**src/rtl/coproc_pkg.sv**
```systemverilog
// Shared types and constants for the coprocessor dispatcher slice.
// Holds the dispatcher state encoding and the response error codes.
package coproc_pkg;

    typedef enum logic [2:0] {
        ST_IDLE  = 3'd0,
        ST_GRANT = 3'd1,
        ST_ISSUE = 3'd2,
        ST_WAIT  = 3'd3,
        ST_RESP  = 3'd4
    } state_e;

    localparam logic RSP_ERR_NONE    = 1'b0;
    localparam logic RSP_ERR_TIMEOUT = 1'b1;

endpackage

```
**src/rtl/coproc_rr_pick.sv**
```systemverilog
// Circular first-set-at-or-above-pointer selector for round-robin arbitration.
// Pure combinational; returns a one-hot grant, or zero when no request is set.
module coproc_rr_pick #(
    parameter int N_REQ = 4
) (
    input  logic [N_REQ-1:0] req,
    input  logic [N_REQ-1:0] ptr,
    output logic [N_REQ-1:0] grant
);

    logic [2*N_REQ-1:0] req_dbl;
    logic [2*N_REQ-1:0] ptr_ext;
    logic [2*N_REQ-1:0] grant_dbl;

    // Subtracting the pointer from the doubled vector clears the lowest set bit
    // at or above the pointer; the AND-NOT isolates it, the upper half covers wrap.
    assign req_dbl   = {req, req};
    assign ptr_ext   = {{N_REQ{1'b0}}, ptr};
    assign grant_dbl = req_dbl & ~(req_dbl - ptr_ext);
    assign grant     = grant_dbl[N_REQ-1:0] | grant_dbl[2*N_REQ-1:N_REQ];

endmodule

```
**src/rtl/coproc_dispatcher.sv**
```systemverilog
// Shares one multi-cycle execution unit among N_REQ requesters with round-robin
// priority, a watchdog abort, and registered per-owner responses.
module coproc_dispatcher
    import coproc_pkg::*;
#(
    parameter int N_REQ   = 4,
    parameter int DATA_W  = 32,
    parameter int TIMEOUT = 16
) (
    input  logic                    in_clk,
    input  logic                    in_reset,
    input  logic [N_REQ-1:0]        in_req_valid,
    input  logic [N_REQ*DATA_W-1:0] in_req_data,
    output logic [N_REQ-1:0]        out_req_ready,
    output logic                    out_unit_start,
    output logic [DATA_W-1:0]       out_unit_operand,
    output logic                    out_unit_abort,
    input  logic                    in_unit_done,
    input  logic [DATA_W-1:0]       in_unit_result,
    output logic [N_REQ-1:0]        out_rsp_valid,
    output logic [DATA_W-1:0]       out_rsp_data,
    output logic                    out_rsp_err
);

    localparam int              CNT_W    = $clog2(TIMEOUT + 1);
    localparam logic [CNT_W-1:0] CNT_LAST = CNT_W'(TIMEOUT - 1);

    state_e             state_q;
    state_e             state_d;
    logic [N_REQ-1:0]   r_ptr;
    logic [N_REQ-1:0]   ptr_d;
    logic [N_REQ-1:0]   r_owner;
    logic [N_REQ-1:0]   owner_d;
    logic [CNT_W-1:0]   r_cnt;
    logic [CNT_W-1:0]   cnt_d;
    logic [N_REQ-1:0]   pick;
    logic               owner_valid;
    logic [DATA_W-1:0]  owner_data;
    logic               timeout_hit;

    logic [N_REQ-1:0]   req_ready_d;
    logic               unit_start_d;
    logic [DATA_W-1:0]  unit_operand_d;
    logic               unit_abort_d;
    logic [N_REQ-1:0]   rsp_valid_d;
    logic [DATA_W-1:0]  rsp_data_d;
    logic               rsp_err_d;

    coproc_rr_pick #(
        .N_REQ (N_REQ)
    ) u_pick (
        .req   (in_req_valid),
        .ptr   (r_ptr),
        .grant (pick)
    );

    assign owner_valid = |(in_req_valid & r_owner);
    assign timeout_hit = (r_cnt == CNT_LAST);

    // NOTE: every variable written in always_comb gets a default first, so no
    // path through the case can leave it unassigned and infer a latch.
    always_comb begin
        owner_data = '0;
        for (int i = 0; i < N_REQ; i++) begin
            if (r_owner[i]) begin
                owner_data = owner_data | in_req_data[i*DATA_W +: DATA_W];
            end
        end
    end

    // NOTE: sequential state uses non-blocking assignments so every register
    // samples the pre-edge values, independent of statement order.
    always_ff @(posedge in_clk or negedge in_reset) begin
        if (!in_reset) begin
            state_q <= ST_IDLE;
        end else begin
            state_q <= state_d;
        end
    end

    always_comb begin
        state_d = state_q;
        case (state_q)
            ST_IDLE:  if (|in_req_valid) state_d = ST_GRANT;
            ST_GRANT: state_d = owner_valid ? ST_ISSUE : ST_IDLE;
            ST_ISSUE: state_d = ST_WAIT;
            ST_WAIT:  if (in_unit_done || timeout_hit) state_d = ST_RESP;
            ST_RESP:  state_d = ST_IDLE;
            default:  state_d = ST_IDLE;
        endcase
    end

    // Next values for every registered output; pulses default low, data holds.
    always_comb begin
        req_ready_d    = '0;
        unit_start_d   = 1'b0;
        unit_abort_d   = 1'b0;
        rsp_valid_d    = '0;
        unit_operand_d = out_unit_operand;
        rsp_data_d     = out_rsp_data;
        rsp_err_d      = out_rsp_err;
        owner_d        = r_owner;
        ptr_d          = r_ptr;
        cnt_d          = r_cnt;
        case (state_q)
            ST_IDLE: begin
                if (|in_req_valid) begin
                    owner_d     = pick;
                    req_ready_d = pick;
                end
            end
            ST_GRANT: begin
                if (owner_valid) begin
                    unit_operand_d = owner_data;
                    unit_start_d   = 1'b1;
                end
            end
            ST_ISSUE: begin
                cnt_d = '0;
            end
            ST_WAIT: begin
                // Done takes precedence over a coincident watchdog expiry.
                if (in_unit_done) begin
                    rsp_data_d  = in_unit_result;
                    rsp_err_d   = RSP_ERR_NONE;
                    rsp_valid_d = r_owner;
                end else if (timeout_hit) begin
                    unit_abort_d = 1'b1;
                    rsp_data_d   = '0;
                    rsp_err_d    = RSP_ERR_TIMEOUT;
                    rsp_valid_d  = r_owner;
                end else begin
                    cnt_d = r_cnt + 1'b1;
                end
            end
            ST_RESP: begin
                ptr_d = {r_owner[N_REQ-2:0], r_owner[N_REQ-1]};
            end
            default: begin
                unit_operand_d = '0;
                rsp_data_d     = '0;
                rsp_err_d      = 1'b0;
                owner_d        = '0;
                cnt_d          = '0;
            end
        endcase
    end

    always_ff @(posedge in_clk or negedge in_reset) begin
        if (!in_reset) begin
            r_ptr            <= {{(N_REQ-1){1'b0}}, 1'b1};
            r_owner          <= '0;
            r_cnt            <= '0;
            out_req_ready    <= '0;
            out_unit_start   <= 1'b0;
            out_unit_operand <= '0;
            out_unit_abort   <= 1'b0;
            out_rsp_valid    <= '0;
            out_rsp_data     <= '0;
            out_rsp_err      <= 1'b0;
        end else begin
            r_ptr            <= ptr_d;
            r_owner          <= owner_d;
            r_cnt            <= cnt_d;
            out_req_ready    <= req_ready_d;
            out_unit_start   <= unit_start_d;
            out_unit_operand <= unit_operand_d;
            out_unit_abort   <= unit_abort_d;
            out_rsp_valid    <= rsp_valid_d;
            out_rsp_data     <= rsp_data_d;
            out_rsp_err      <= rsp_err_d;
        end
    end

endmodule

```
**config.mk**
```make
export PLATFORM = sky130hd
export DESIGN_NAME = coproc_dispatcher
export DESIGN_NICKNAME = d
export VERILOG_FILES = /design/src/rtl/coproc_pkg.sv /design/src/rtl/coproc_rr_pick.sv /design/src/rtl/coproc_dispatcher.sv
export SDC_FILE = /design/constraint.sdc
export NUM_CORES = 1
export LEC_CHECK = 0
export BUFFER_PORTS_ARGS = -buffer_cell sky130_fd_sc_hd__buf_2
export CAP_MARGIN = 5
export CORE_UTILIZATION = 44
export DETAILED_ROUTE_END_ITERATION = 16
export HOLD_SLACK_MARGIN = 0.12
export PLACE_DENSITY = 0.8
export SETUP_SLACK_MARGIN = 0.2
export SKIP_LAST_GASP = 1
export SLEW_MARGIN = 0
export SYNTH_ARGS = -nofsm -noshare
export SYNTH_HDL_FRONTEND = slang
export SYNTH_SLANG_ARGS = --single-unit
```
**constraint.sdc**
```tcl
create_clock -name in_clk -period 2.9 [get_ports in_clk]
set_clock_uncertainty 0.15 [all_clocks]
set_input_delay 0.435 -clock in_clk [delete_from_list [all_inputs] [get_ports in_clk]]
set_output_delay 0.435 -clock in_clk [all_outputs]
set_load 0.01 [all_outputs]
```
Word level (Yosys, flattened, before mapping)
Cells that the tools add are included.
- register bits: 91
- bits of input ports: 167
- word-level logic and storage cells: 79
- output and inout bits: 75
- muxes and demuxes: 31
- add/subtract/negate cells: 2
- bitwise gates (word level): 11
- equal/unequal tests: 11
- reduce and logical (&&, ||, !) cells: 13
- operator list (kind ; number):
    $mux 32 ; 7
    $pmux 32 s2 ; 2
    $or 32x32->32 ; 3
    $mux 4 ; 6
    $reduce_or 4->1 ; 5
    $pmux 3 s4 ; 1
    $mux 5 ; 2
    $ne 2x2->1 const B ; 5
    $pmux 5 s2 ; 1
    $and 8x8->8 ; 1
    $not 8->8 ; 1
    $pmux 4 s2 ; 1
    $reduce_and 2->1 ; 4
    $sub 8x4->8 ; 1
    $mux 1 ; 7
    $eq 3x2->1 const B ; 2
    $mux 3 ; 2
    $add 5x1->5 const B ; 1
    $eq 5x4->1 const B ; 1
    $and 4x4->4 ; 1
    $not 1->1 ; 4
    $or 4x4->4 ; 1
    $eq 3x1->1 const B ; 1
    $eq 3x3->1 const B ; 1
    other kinds (7) ; 7

Longest topological paths before layout
- depth after elaboration: 9
- depth in mapped cells: 8
- depth with buffers taken out: 7

Cells and area by module
Synthesis repeated with hierarchy kept, for this count alone.
- cells, all modules: 350
- area total of the unflattened synthesis: 4331.7 um^2
- by module, submodules not included (module ; times used ; area an instance (um^2) ; cells an instance ; seq. area each (um^2)):
    coproc_dispatcher ; 1 ; 4145.2 ; 326 ; 2278.4
    coproc_rr_pick ; 1 ; 186.4 ; 24 ; 0.0

Least setup slack after synthesis
OpenSTA, ideal clock, no wires.
- path kind: flip-flop to flip-flop
- from: reg r_cnt[0]
- to: reg out_rsp_data[10]
- cell stages (with the launch flop): 9
- path slack: 0.881 ns
- arrival time: 1.804 ns
- required time: 2.685 ns
- path buffers: 1
- cell sequence: dfrtp_1 -> ha_1 -> and3_1 -> ha_1 -> nor2_2 -> inv_2 -> a31oi_4 -> buf_6 -> a22o_1
- word-level cells in the longest chain between the ends: 3
- RTL lines (item ; line ; text):
    start, declared ; coproc_dispatcher.sv:34 ; logic [CNT_W-1:0] r_cnt;
    start signal, assigned ; coproc_dispatcher.sv:164 ; r_cnt <= cnt_d;
    $eq 5x4->1 ; coproc_dispatcher.sv:58 ; assign timeout_hit = (r_cnt == CNT_LAST);
    $ne 3x3->1 (no line) ; - ;
    $reduce_and 2->1 (no line) ; - ;
    end signal, assigned ; coproc_dispatcher.sv:170 ; out_rsp_data <= rsp_data_d;
    end, declared ; coproc_dispatcher.sv:21 ; output logic [DATA_W-1:0] out_rsp_data,
No other way between the ends.
A chain may end at the register's enable or synchronous reset.

Worst setup path in the final report
- from: reg r_cnt[0]
- to: reg out_rsp_data[20]
The elaborated chain is that of the path after synthesis.

==> run_results.csv <==
group,metric,value,unit
global_routing,grt_pass1_vias,4113,
synthesis,synth-simple-area-share,5.12,%
job,maxCapViolations,0,
layout,finalCoreUtilization,61.5,%
drt,wl_met3,824,µm
critical_path,cp.arrival,2.50,ns
critical_path,rrSetupSlack,0.55,ns
synthesis,ys_seq_elements,91,
drt,postRouteAntennaNets,0,
drt,postRouteWirelength,13.0,mm
synthesis,synth_mux_area_share,0.497,%
pwr,p_comb_share,44.4,%
critical_path,path_class,"flip-flop to flip-flop",
placement,place_congestion,0.868,
timing,worst_pin_slew,0.534,ns
cts,cts_tree,"built",
cts,cts_resized,0,
cts,clock-sinks,91,
timing,finalCritPeriodShare,81.0,%
critical_path,r2r_end,"out_rsp_data[20]$_DFFE_PN0P_",
placement,place.port_buffers,241,
synthesis,synth_top_family_by_area,"compound AO/OA/AOI/OAI gates",
synthesis,synth-edff-count,0,
synthesis,yosysSeqAreaShare,53.2,%
die,fp-row-count,35,
critical_path,r2r_cells,8,
run_status,status,"complete, no violations",
drt,viasPerCell,5.66,
timing,hold_violations,0,
timing,period_minus_slack,2.35,ns
min_path,hold_path.class,"input pin to flip-flop",
pwr,p_seq_share,38.9,%
synthesis,synth_cell_types,52,
die,die_x,101,µm
pwr,p_sw_share,40.2,%
min_path,holdPathEnd,"out_rsp_data[6]$_DFFE_PN0P_",
layout,nFillCells,785,
cts,cts_buffer_depth,2,
cts,h-tree-depth,3,
synthesis,synth_compound_gate_area_share,33.1,%
synthesis,synth-xor-area-share,0.205,%
cts,cts.hold.buffers_added,1,
synthesis,synthCells,339,
min_path,hold_start,"in_unit_result[6]",
drt,top_layer,"met4",
pwr,cellInternalPower,3.04,mW
cts,clk_pin_slew,0.10,ns
die,die-height,101,µm
critical_path,cp_data_required_time,3.05,ns
layout,area_delta_synth_final,34.1,%
drt,num_vias,3988,
synthesis,synth_top_flop_cell,"dfrtp_1",
drt,wl_met1,5.33,mm
timing,fmax,426,MHz
die,io_pins,242,
cts,cts_root_buf,"clkbuf_8",
die,fp.dieArea,10100,µm²
drt,drc,0,
synthesis,syn-num-nets,512,
synthesis,avgSynthCellArea,12.6,µm²
drt,drt_first_pass_iters,5,
pwr,switchingPower,2.05,mW
die,floorplan.initialDensity,45.9,%
global_routing,grt_use_total,25.5,%
pwr,pwr-share-clk,16.7,%
synthesis,synth_top_area_cell,"dfrtp_1",
drt,wl_per_cell,18.4,µm
pwr,ir_drop,0.613,mV
global_routing,grt_max_degree,53,
synthesis,synth_fa_ha_area_share,1.93,%
critical_path,cp_max_fo,33,
synthesis,async_flop_share,100,%
cts,cts_setup_buffers,0,
critical_path,end_kind,"flip-flop",
timing,tns,0,ns
global_routing,grt_overflow,0,
layout,layout-drive-gt1-share,49.3,%
synthesis,synth_area_leaders,"dfrtp_1 (53%), a22o_1 (13%), a221oi_1 (6.5%)",
critical_path,reg2reg_from,"r_cnt[0]$_DFFE_PN0P_",
global_routing,grt_pass1_wl,20.1,mm
global_routing,antenna_found_initial,0,
timing,slew_headroom,64.4,%
pwr,powerDensity,887,nW/µm²
synthesis,synth_area,4280,µm²
min_path,min_path_cells,2,
die,core-area,9330,µm²
layout,n_antenna_cell,0,
timing,drv_slew,0,
synthesis,yosysWarnings,0,
placement,place.detailed.hpwl,9.35,mm
timing,finalSetupViolCount,0,
critical_path,cp-start-kind,"flip-flop",
cts,worstSkewPairLatency,0.36,ns
timing,rsz0062_at_grt,"false",
cts,cts_buffers,9,
synthesis,post-synth-top-area-fraction,52.6,%
pwr,p_leak,3.04,nW
drt,dr.first_iter.drc_count,135,
layout,fin_nets,744,
drt,wl_met2,6.45,mm
[worst max-delay path by stage]
stage,from,to,slack [ns]
global route,r_cnt[0]$_DFFE_PN0P_,out_rsp_data[21]$_DFFE_PN0P_,0.36
CTS,r_cnt[0]$_DFFE_PN0P_,out_rsp_data[20]$_DFFE_PN0P_,0.56
global placement,r_cnt[0]$_DFFE_PN0P_,out_rsp_data[11]$_DFFE_PN0P_,0.70
detailed placement,in_req_valid[0],r_owner[2]$_DFFE_PN0P_,0.59
finish,r_cnt[0]$_DFFE_PN0P_,out_rsp_data[20]$_DFFE_PN0P_,0.55
floorplan,r_cnt[0]$_DFFE_PN0P_,out_rsp_data[10]$_DFFE_PN0P_,0.88
[stage by stage]
| step | hold WS (ns) | area [µm²] | instances | setup WS (ns) | power, mW |
|---|---|---|---|---|---|
| after floorplan | -0.0106 | 4280 | 339 | 0.881 | 3.53 |
| after global placement | 0.285 | 5510 | 686 | 0.699 | 4.15 |
| after detailed placement | 0.307 | 5510 | 686 | 0.594 | 4.25 |
| after CTS | 0.122 | 5720 | 703 | 0.560 | 5.12 |
| after global routing | 0.126 | 5740 | 705 | 0.360 | 5.41 |
| final | 0.138 | 5740 | 705 | 0.551 | 5.09 |
[critical path, cell delays in order, from the launching register on]
cell and delay [ns]:
dfrtp_1 0.43, ha_1 0.24, and3_1 0.19, ha_1 0.23, nor2_2 0.26, inv_2 0.07, a31oi_4 0.17, buf_4 0.34
a22o_1 0.20
[registers in the layout, indices dropped and copies added (netlist names)]
signal            count
out_rsp_data         32
out_unit_operand     32
r_cnt                 5
out_req_ready         4
out_rsp_valid         4
r_owner               4
r_ptr                 4
state_q               3
out_rsp_err           1
out_unit_abort        1
out_unit_start        1
[cell families (layout without fill, tap and decap cells)]
kind of cell	after synthesis	after routing
xor+xnor	1	1
fa+ha+maj	6	6
mux	2	2
compound gates	166	166
buf+inv	39	276
simple gates	34	34
flops	91	91
[per-layer routing]
layer,global-route usage (%),up-vias
li1,-,1830
met1,31.6,1958
met2,43.1,168
met3,5.48,32
met4,11.0,0
met5,0,-
[layout make-up]
cell class                      instances  area (µm²)  area share (%)
Timing Repair Buffer                  253        1320            23.0
Sequential cell                        91        2280            39.7
Inverter                                7        26.3           0.458
Clock buffer                            9         124            2.16
Tap cell                              129         161            2.81
Multi-Input combinational cell        209        1750            30.5
Clock inverter                          7        81.3            1.42
[cells in the final DEF, fill, tap and decap left out, types with 9 or more instances in the layout]
master	synthesis	layout
a221oi_1	32	32
o2bb2ai_1	30	30
dfrtp_1	90	90
buf_2	6	240
clkbuf_8	0	9
nand2_1	10	10
o21ai_0	11	11
a22o_1	65	65
buf_4	5	9
[cells in the mapped netlist (all sizes together) (2+ instances only)]
| master | n |
|---|---|
| a21o | 6 |
| a31oi | 2 |
| buf | 23 |
| a22o | 65 |
| inv | 7 |
| a21oi | 6 |
| dfrtp | 90 |
| and2 | 4 |
| nor3 | 2 |
| a221oi | 32 |
| nand2b | 4 |
| o21ai | 12 |
| clkbuf | 9 |
| nand2 | 10 |
| ha | 5 |
| nor2 | 4 |
| nor3b | 2 |
| o2bb2ai | 32 |
| or4 | 2 |
| a22oi | 2 |
| o211a | 2 |
[power groups by stage]
stage                     clock, mW  sequential (mW)  combinational (mW)
after floorplan                   0             2.05                1.48
after global placement            0             1.98                2.17
after detailed placement          0             1.99                2.26
after CTS                     0.878             1.97                2.27
after global routing          0.925             2.03                2.46
final                         0.850             1.98                2.26
Note: power is estimated with default switching activity, not from simulation.
